`src/rtl/mc_ctrl_fsm_if.sv`:
```
// Control bundle between the multi-cycle MIPS control FSM and its datapath.
// The FSM side uses the master modport; the datapath side uses slave.
interface mc_ctrl_fsm_if;
  logic [5:0] opcode;
  logic       mem_ack;
  logic       pc_write;
  logic       pc_write_cond;
  logic [1:0] pc_source;
  logic       i_or_d;
  logic       mem_read;
  logic       mem_write;
  logic       ir_write;
  logic       reg_dst;
  logic       mem_to_reg;
  logic       reg_write;
  logic       alu_src_a;
  logic [1:0] alu_src_b;
  logic [1:0] alu_op;
  logic       instr_done;
  logic       illegal_op;
  logic       mem_timeout;
  logic [3:0] state_o;

  modport master (
    input  opcode, mem_ack,
    output pc_write, pc_write_cond, pc_source, i_or_d, mem_read, mem_write,
           ir_write, reg_dst, mem_to_reg, reg_write, alu_src_a, alu_src_b,
           alu_op, instr_done, illegal_op, mem_timeout, state_o
  );

  modport slave (
    output opcode, mem_ack,
    input  pc_write, pc_write_cond, pc_source, i_or_d, mem_read, mem_write,
           ir_write, reg_dst, mem_to_reg, reg_write, alu_src_a, alu_src_b,
           alu_op, instr_done, illegal_op, mem_timeout, state_o
  );
endinterface

```
`src/rtl/mc_ctrl_fsm.sv`:
```
// Multi-cycle MIPS control FSM: sequences fetch/decode/execute/memory/writeback
// over a shared datapath, with optional memory handshake and ack timeout.
module mc_ctrl_fsm #(
  parameter bit MEM_HANDSHAKE = 1'b1,
  parameter int ACK_TIMEOUT   = 0
) (
  input logic          clk,
  input logic          rst,
  mc_ctrl_fsm_if.master bus
);

  localparam logic [3:0] IDLE     = 4'd0;
  localparam logic [3:0] FETCH    = 4'd1;
  localparam logic [3:0] DECODE   = 4'd2;
  localparam logic [3:0] MEM_ADDR = 4'd3;
  localparam logic [3:0] MEM_RD   = 4'd4;
  localparam logic [3:0] MEM_WB   = 4'd5;
  localparam logic [3:0] MEM_WR   = 4'd6;
  localparam logic [3:0] R_EXEC   = 4'd7;
  localparam logic [3:0] R_WB     = 4'd8;
  localparam logic [3:0] BRANCH   = 4'd9;
  localparam logic [3:0] JUMP     = 4'd10;
  localparam logic [3:0] I_EXEC   = 4'd11;
  localparam logic [3:0] I_WB     = 4'd12;

  localparam logic [5:0] OP_RTYPE = 6'b000000;
  localparam logic [5:0] OP_LW    = 6'b100011;
  localparam logic [5:0] OP_SW    = 6'b101011;
  localparam logic [5:0] OP_BEQ   = 6'b000100;
  localparam logic [5:0] OP_J     = 6'b000010;
  localparam logic [5:0] OP_ADDI  = 6'b001000;

  localparam bit         TIMEOUT_EN   = (ACK_TIMEOUT > 0);
  localparam logic [15:0] TIMEOUT_LAST = 16'(ACK_TIMEOUT - 1);

  logic [3:0]  state;
  logic [3:0]  nextState;
  logic [15:0] waitCnt;
  logic        advance;
  logic        inMemState;
  logic        timeoutHit;

  // The expiry cycle is the last permitted wait cycle; an ack arriving in it still wins.
  assign advance    = ~MEM_HANDSHAKE | bus.mem_ack;
  assign inMemState = (state == FETCH) || (state == MEM_RD) || (state == MEM_WR);
  assign timeoutHit = TIMEOUT_EN && inMemState && !advance && (waitCnt == TIMEOUT_LAST);

  always_comb begin
    nextState = state;
    case (state)
      IDLE:     nextState = FETCH;
      FETCH:    if (advance) nextState = DECODE;
                else if (timeoutHit) nextState = IDLE;
      DECODE: begin
        case (bus.opcode)
          OP_RTYPE:     nextState = R_EXEC;
          OP_LW, OP_SW: nextState = MEM_ADDR;
          OP_BEQ:       nextState = BRANCH;
          OP_J:         nextState = JUMP;
          OP_ADDI:      nextState = I_EXEC;
          default:      nextState = FETCH;
        endcase
      end
      MEM_ADDR: nextState = (bus.opcode == OP_LW) ? MEM_RD : MEM_WR;
      MEM_RD:   if (advance) nextState = MEM_WB;
                else if (timeoutHit) nextState = IDLE;
      MEM_WR:   if (advance) nextState = FETCH;
                else if (timeoutHit) nextState = IDLE;
      R_EXEC:   nextState = R_WB;
      I_EXEC:   nextState = I_WB;
      MEM_WB, R_WB, BRANCH, JUMP, I_WB: nextState = FETCH;
      default:  nextState = IDLE;
    endcase
  end

  always_ff @(posedge clk or posedge rst) begin
    if (rst) begin
      state   <= IDLE;
      waitCnt <= '0;
    end else begin
      state <= nextState;
      if (inMemState && !advance && !timeoutHit) waitCnt <= waitCnt + 16'd1;
      else waitCnt <= '0;
    end
  end

  logic       pcWrite, pcWriteCond, iOrD, memRead, memWrite, irWrite;
  logic       regDst, memToReg, regWrite, aluSrcA, instrDone, illegalOp;
  logic [1:0] pcSource, aluSrcB, aluOp;

  always_comb begin
    pcWrite     = 1'b0;
    pcWriteCond = 1'b0;
    pcSource    = 2'b00;
    iOrD        = 1'b0;
    memRead     = 1'b0;
    memWrite    = 1'b0;
    irWrite     = 1'b0;
    regDst      = 1'b0;
    memToReg    = 1'b0;
    regWrite    = 1'b0;
    aluSrcA     = 1'b0;
    aluSrcB     = 2'b00;
    aluOp       = 2'b00;
    instrDone   = 1'b0;
    illegalOp   = 1'b0;
    case (state)
      FETCH: begin
        memRead = 1'b1;
        aluSrcB = 2'b01;
        irWrite = advance;
        pcWrite = advance;
      end
      DECODE: begin
        aluSrcB = 2'b11;
        case (bus.opcode)
          OP_RTYPE, OP_LW, OP_SW, OP_BEQ, OP_J, OP_ADDI: illegalOp = 1'b0;
          default: begin
            illegalOp = 1'b1;
            instrDone = 1'b1;
          end
        endcase
      end
      MEM_ADDR, I_EXEC: begin
        aluSrcA = 1'b1;
        aluSrcB = 2'b10;
      end
      MEM_RD: begin
        memRead = 1'b1;
        iOrD    = 1'b1;
      end
      MEM_WB: begin
        regWrite  = 1'b1;
        memToReg  = 1'b1;
        instrDone = 1'b1;
      end
      MEM_WR: begin
        memWrite  = 1'b1;
        iOrD      = 1'b1;
        instrDone = advance;
      end
      R_EXEC: begin
        aluSrcA = 1'b1;
        aluOp   = 2'b10;
      end
      R_WB: begin
        regWrite  = 1'b1;
        regDst    = 1'b1;
        instrDone = 1'b1;
      end
      BRANCH: begin
        aluSrcA     = 1'b1;
        aluOp       = 2'b01;
        pcWriteCond = 1'b1;
        pcSource    = 2'b01;
        instrDone   = 1'b1;
      end
      JUMP: begin
        pcWrite   = 1'b1;
        pcSource  = 2'b10;
        instrDone = 1'b1;
      end
      I_WB: begin
        regWrite  = 1'b1;
        instrDone = 1'b1;
      end
      default: ;
    endcase
  end

  assign bus.pc_write      = pcWrite;
  assign bus.pc_write_cond = pcWriteCond;
  assign bus.pc_source     = pcSource;
  assign bus.i_or_d        = iOrD;
  assign bus.mem_read      = memRead;
  assign bus.mem_write     = memWrite;
  assign bus.ir_write      = irWrite;
  assign bus.reg_dst       = regDst;
  assign bus.mem_to_reg    = memToReg;
  assign bus.reg_write     = regWrite;
  assign bus.alu_src_a     = aluSrcA;
  assign bus.alu_src_b     = aluSrcB;
  assign bus.alu_op        = aluOp;
  assign bus.instr_done    = instrDone;
  assign bus.illegal_op    = illegalOp;
  assign bus.mem_timeout   = timeoutHit;
  assign bus.state_o       = state;

endmodule
```
`src/flat_wrapper.sv`:
```
// flat-port wrapper written by rule: the top's interface ports become plain ports
module mc_ctrl_fsm_flat 
#(
  parameter bit MEM_HANDSHAKE = 1'b1,
  parameter int ACK_TIMEOUT   = 0
)
  (clk, rst, bus_opcode, bus_mem_ack, bus_pc_write, bus_pc_write_cond, bus_pc_source, bus_i_or_d, bus_mem_read, bus_mem_write, bus_ir_write, bus_reg_dst, bus_mem_to_reg, bus_reg_write, bus_alu_src_a, bus_alu_src_b, bus_alu_op, bus_instr_done, bus_illegal_op, bus_mem_timeout, bus_state_o);
  mc_ctrl_fsm_if bus_i ();
  input logic clk;
  input logic rst;
  input wire logic [$bits(bus_i.opcode)-1:0] bus_opcode;
  input wire logic [$bits(bus_i.mem_ack)-1:0] bus_mem_ack;
  output wire logic [$bits(bus_i.pc_write)-1:0] bus_pc_write;
  output wire logic [$bits(bus_i.pc_write_cond)-1:0] bus_pc_write_cond;
  output wire logic [$bits(bus_i.pc_source)-1:0] bus_pc_source;
  output wire logic [$bits(bus_i.i_or_d)-1:0] bus_i_or_d;
  output wire logic [$bits(bus_i.mem_read)-1:0] bus_mem_read;
  output wire logic [$bits(bus_i.mem_write)-1:0] bus_mem_write;
  output wire logic [$bits(bus_i.ir_write)-1:0] bus_ir_write;
  output wire logic [$bits(bus_i.reg_dst)-1:0] bus_reg_dst;
  output wire logic [$bits(bus_i.mem_to_reg)-1:0] bus_mem_to_reg;
  output wire logic [$bits(bus_i.reg_write)-1:0] bus_reg_write;
  output wire logic [$bits(bus_i.alu_src_a)-1:0] bus_alu_src_a;
  output wire logic [$bits(bus_i.alu_src_b)-1:0] bus_alu_src_b;
  output wire logic [$bits(bus_i.alu_op)-1:0] bus_alu_op;
  output wire logic [$bits(bus_i.instr_done)-1:0] bus_instr_done;
  output wire logic [$bits(bus_i.illegal_op)-1:0] bus_illegal_op;
  output wire logic [$bits(bus_i.mem_timeout)-1:0] bus_mem_timeout;
  output wire logic [$bits(bus_i.state_o)-1:0] bus_state_o;
  assign bus_i.opcode = bus_opcode;
  assign bus_i.mem_ack = bus_mem_ack;
  assign bus_pc_write = bus_i.pc_write;
  assign bus_pc_write_cond = bus_i.pc_write_cond;
  assign bus_pc_source = bus_i.pc_source;
  assign bus_i_or_d = bus_i.i_or_d;
  assign bus_mem_read = bus_i.mem_read;
  assign bus_mem_write = bus_i.mem_write;
  assign bus_ir_write = bus_i.ir_write;
  assign bus_reg_dst = bus_i.reg_dst;
  assign bus_mem_to_reg = bus_i.mem_to_reg;
  assign bus_reg_write = bus_i.reg_write;
  assign bus_alu_src_a = bus_i.alu_src_a;
  assign bus_alu_src_b = bus_i.alu_src_b;
  assign bus_alu_op = bus_i.alu_op;
  assign bus_instr_done = bus_i.instr_done;
  assign bus_illegal_op = bus_i.illegal_op;
  assign bus_mem_timeout = bus_i.mem_timeout;
  assign bus_state_o = bus_i.state_o;
  mc_ctrl_fsm #(.MEM_HANDSHAKE(MEM_HANDSHAKE), .ACK_TIMEOUT(ACK_TIMEOUT)) u_core (.clk(clk), .rst(rst), .bus(bus_i));
endmodule
```
`config.mk`:
```
export PLATFORM = sky130hd
export DESIGN_NAME = mc_ctrl_fsm_flat
export DESIGN_NICKNAME = d
export VERILOG_FILES = /design/src/rtl/mc_ctrl_fsm_if.sv /design/src/rtl/mc_ctrl_fsm.sv /design/src/flat_wrapper.sv
export SDC_FILE = /design/constraint.sdc
export NUM_CORES = 1
export LEC_CHECK = 0
export CAP_MARGIN = 10
export CORE_MARGIN = 4
export CORE_UTILIZATION = 35
export DETAILED_ROUTE_END_ITERATION = 10
export GPL_ROUTABILITY_DRIVEN = 0
export PLACE_DENSITY = 0.87
export SYNTH_ARGS = -nofsm -noshare
export SYNTH_HDL_FRONTEND = slang
export SYNTH_SLANG_ARGS = --single-unit
```
`constraint.sdc`:
```
create_clock -name clk -period 2.3 [get_ports clk]
set_clock_uncertainty 0.1 [all_clocks]
set_input_delay 0.23 -clock clk [delete_from_list [all_inputs] [get_ports clk]]
set_output_delay 0.23 -clock clk [all_outputs]
set_load 0.01 [all_outputs]
```
==> qor.yml <==
pre_cts_ws_ns: 0.05624
reg2reg_slack_ns: 0.59
worstPathRequired_ns: 1.97
start_util: 0.3672
ys_warn_count: 0
crit_path_max_fanout: 6
clockBufferDepth: 2
busiest_layer: "met2"
via_count: 765
synthArstFlopShare: 1.000
fin_hold_ws_ns: 0.07132
dp_hpwl_um: 1414
n_antenna_cell: 0
cts_sinks: 4
area_growth_pct: 70.71
cap_violations: 0
p_int_uw: 548.5
fin_cells: 131
synth.net_count: 90
syn_inst: 81
post_dp_cell_area_um2: 883.3
first_iter_violations: 19
placed_cells: 127
final_antenna_net_count: 0
ys_types: 34
h-tree-depth: 1
use_met3: 0.02256
synth_common_cells: "13 x nor2_1, 6 x nor3_1, 6 x o21ai_0"
wl_per_cell_um: 14.08
synth_most_common_cell: "nor2_1"
power_frac_clock: 0.090
chipHeight_um: 47.53
setup_viol: 0
ys.flop_type: "dfrtp_1"
vdd_drop_max_mv: 0.5568
routed_wl_um: 1844
power.total_uw: 988.3
gr-total-overflow: 0
critPathCaptureType: "output pin"
grt_pass1_vias: 689
p_leak_nw: 0.4036
core_um2: 1489
grtUsageTotal: 0.1769
use_met1: 0.1843
min_path_type: "in2async"
clock_latency_ns: 0.24
fin_ws_ns: 0.1214
via_per_inst: 5.840
largest_reg_flops: 4
yosysTopAreaCellShare: 0.1831
io_buffers: 30
fin_util: 0.6269
yosysSeqAreaShare: 0.1831
cp.arrival_ns: 1.85
antenna_found_initial: 0
period_share: 0.9472
tns_ns: 0
cts_made_buffers: 3
cts_tree: "built"
syn_avg_cell_area_um2: 6.750
final.min_clock_period_ns: 2.179
pwr-share-seq: 0.156
finalMaxSlewViolations: 0
hold_violations: 0
outcome: "complete, no violations"
design_area_um2: 933.4
start_kind: "register"
switching_share: 0.4450
path_class: "reg2out"
power.switching_uw: 439.8
use_met2: 0.3422
ys_ff_latch: 4
io_pins: 32
drive_above_1_share: 0.1826
dieWidth_um: 47.53
rows: 14
synth_top_cell_by_area: "dfrtp_1"
max_freq_mhz: 459.0
drc_errors: 0
firstDrtPassIters: 5
cts_root_buf: "clkbuf_4"
grt_max_degree: 15
synth_edf_count: 0
combPwrFrac: 0.754
syn_area_um2: 546.8
fin_nets: 126
clkTransAtPathRegs_ns: 0.04
grt_pass1_wl_um: 2835
p_per_area_nw_per_um2: 1059
synthTopCellsByArea: "dfrtp_1 18%, nor2_1 8.9%, nor3_1 5.5%"
design.die.area_um2: 2259
cts_hold_buffers: 0
## cell usage in the layout (no fill, tap or decap), types with 2 or more instances in the layout
cell type,synthesis,final
clkdlybuf4s50_1,0,28
nor2_1,13,13
buf_4,3,10
o21ai_0,6,6
nand2_1,5,5
a21oi_1,5,5
nor3_1,6,5
inv_1,3,3
clkbuf_4,0,3
dfrtp_2,0,3
nand2b_1,2,2
o211ai_1,2,2
o311ai_1,2,2
and3_1,2,2
nor2b_1,2,2
a211oi_1,2,2
dlymetal6s2s_1,0,2
## power groups by stage
stage	registers, mW	clock network (mW)	logic (mW)
after detailed placement	0.147	0	0.736
after CTS	0.147	0.0879	0.738
after global placement	0.145	0	0.719
after floorplan	0.138	0	0.375
final	0.154	0.0888	0.745
after global routing	0.162	0.0931	0.799
## path summary, 6_finish.rpt
check / start / depth (start not counted) / end
min in group clk: u_core.bus.state_o[0] / 3 / u_core.bus.state_o[1]
max reg2reg: u_core.bus.state_o[1] / 5 / u_core.bus.state_o[0]
min: rst / 2 / u_core.bus.state_o[2]
max: u_core.bus.state_o[2] / 5 / bus_pc_write
max in group asynchronous: rst / 2 / u_core.bus.state_o[0]
min reg2reg: u_core.bus.state_o[0] / 3 / u_core.bus.state_o[1]
## timing repair
item / in CTS / in global routing
pin swaps: 0 / 1
resized for setup: 1 / 6
endpoints found under the setup margin: 1 / 5
buffers inserted: 0 / 1
## area by class of cell
class / instances / area, um^2
Multi-Input combinational cell: 64 / 391.6
Fill cell: 141 / 555.5
Inverter: 4 / 15.01
Tap cell: 16 / 20.02
Timing Repair Buffer: 40 / 380.4
Clock buffer: 3 / 22.52
Sequential cell: 4 / 103.9
## per-layer routing
metal | part of all wire | vias up
met5 | 0 | -
met4 | 0.027 | 0
met3 | 0.084 | 10
met2 | 0.53 | 44
met1 | 0.36 | 351
li1 | - | 360
## critical path, cell delays in order (launching register included)
cell and delay, ns:
dfrtp_1 0.38, inv_2 0.12, nand2_1 0.09, nor4b_2 0.34, or2_1 0.15, clkdlybuf4s50_1 0.52
## cell families (layout without fill, tap and decap cells)
kind of cell    count (synthesis)  after routing  share of synthesized area
compound gates                 26             26                     0.3204
simple gates                   36             36                     0.3524
buf+inv                        13             47                     0.1213
flops                           4              4                     0.1831
other cells                     1              1                   0.006858
xor+xnor                        1              1                    0.01602
Power figures use the tool's default switching activity.
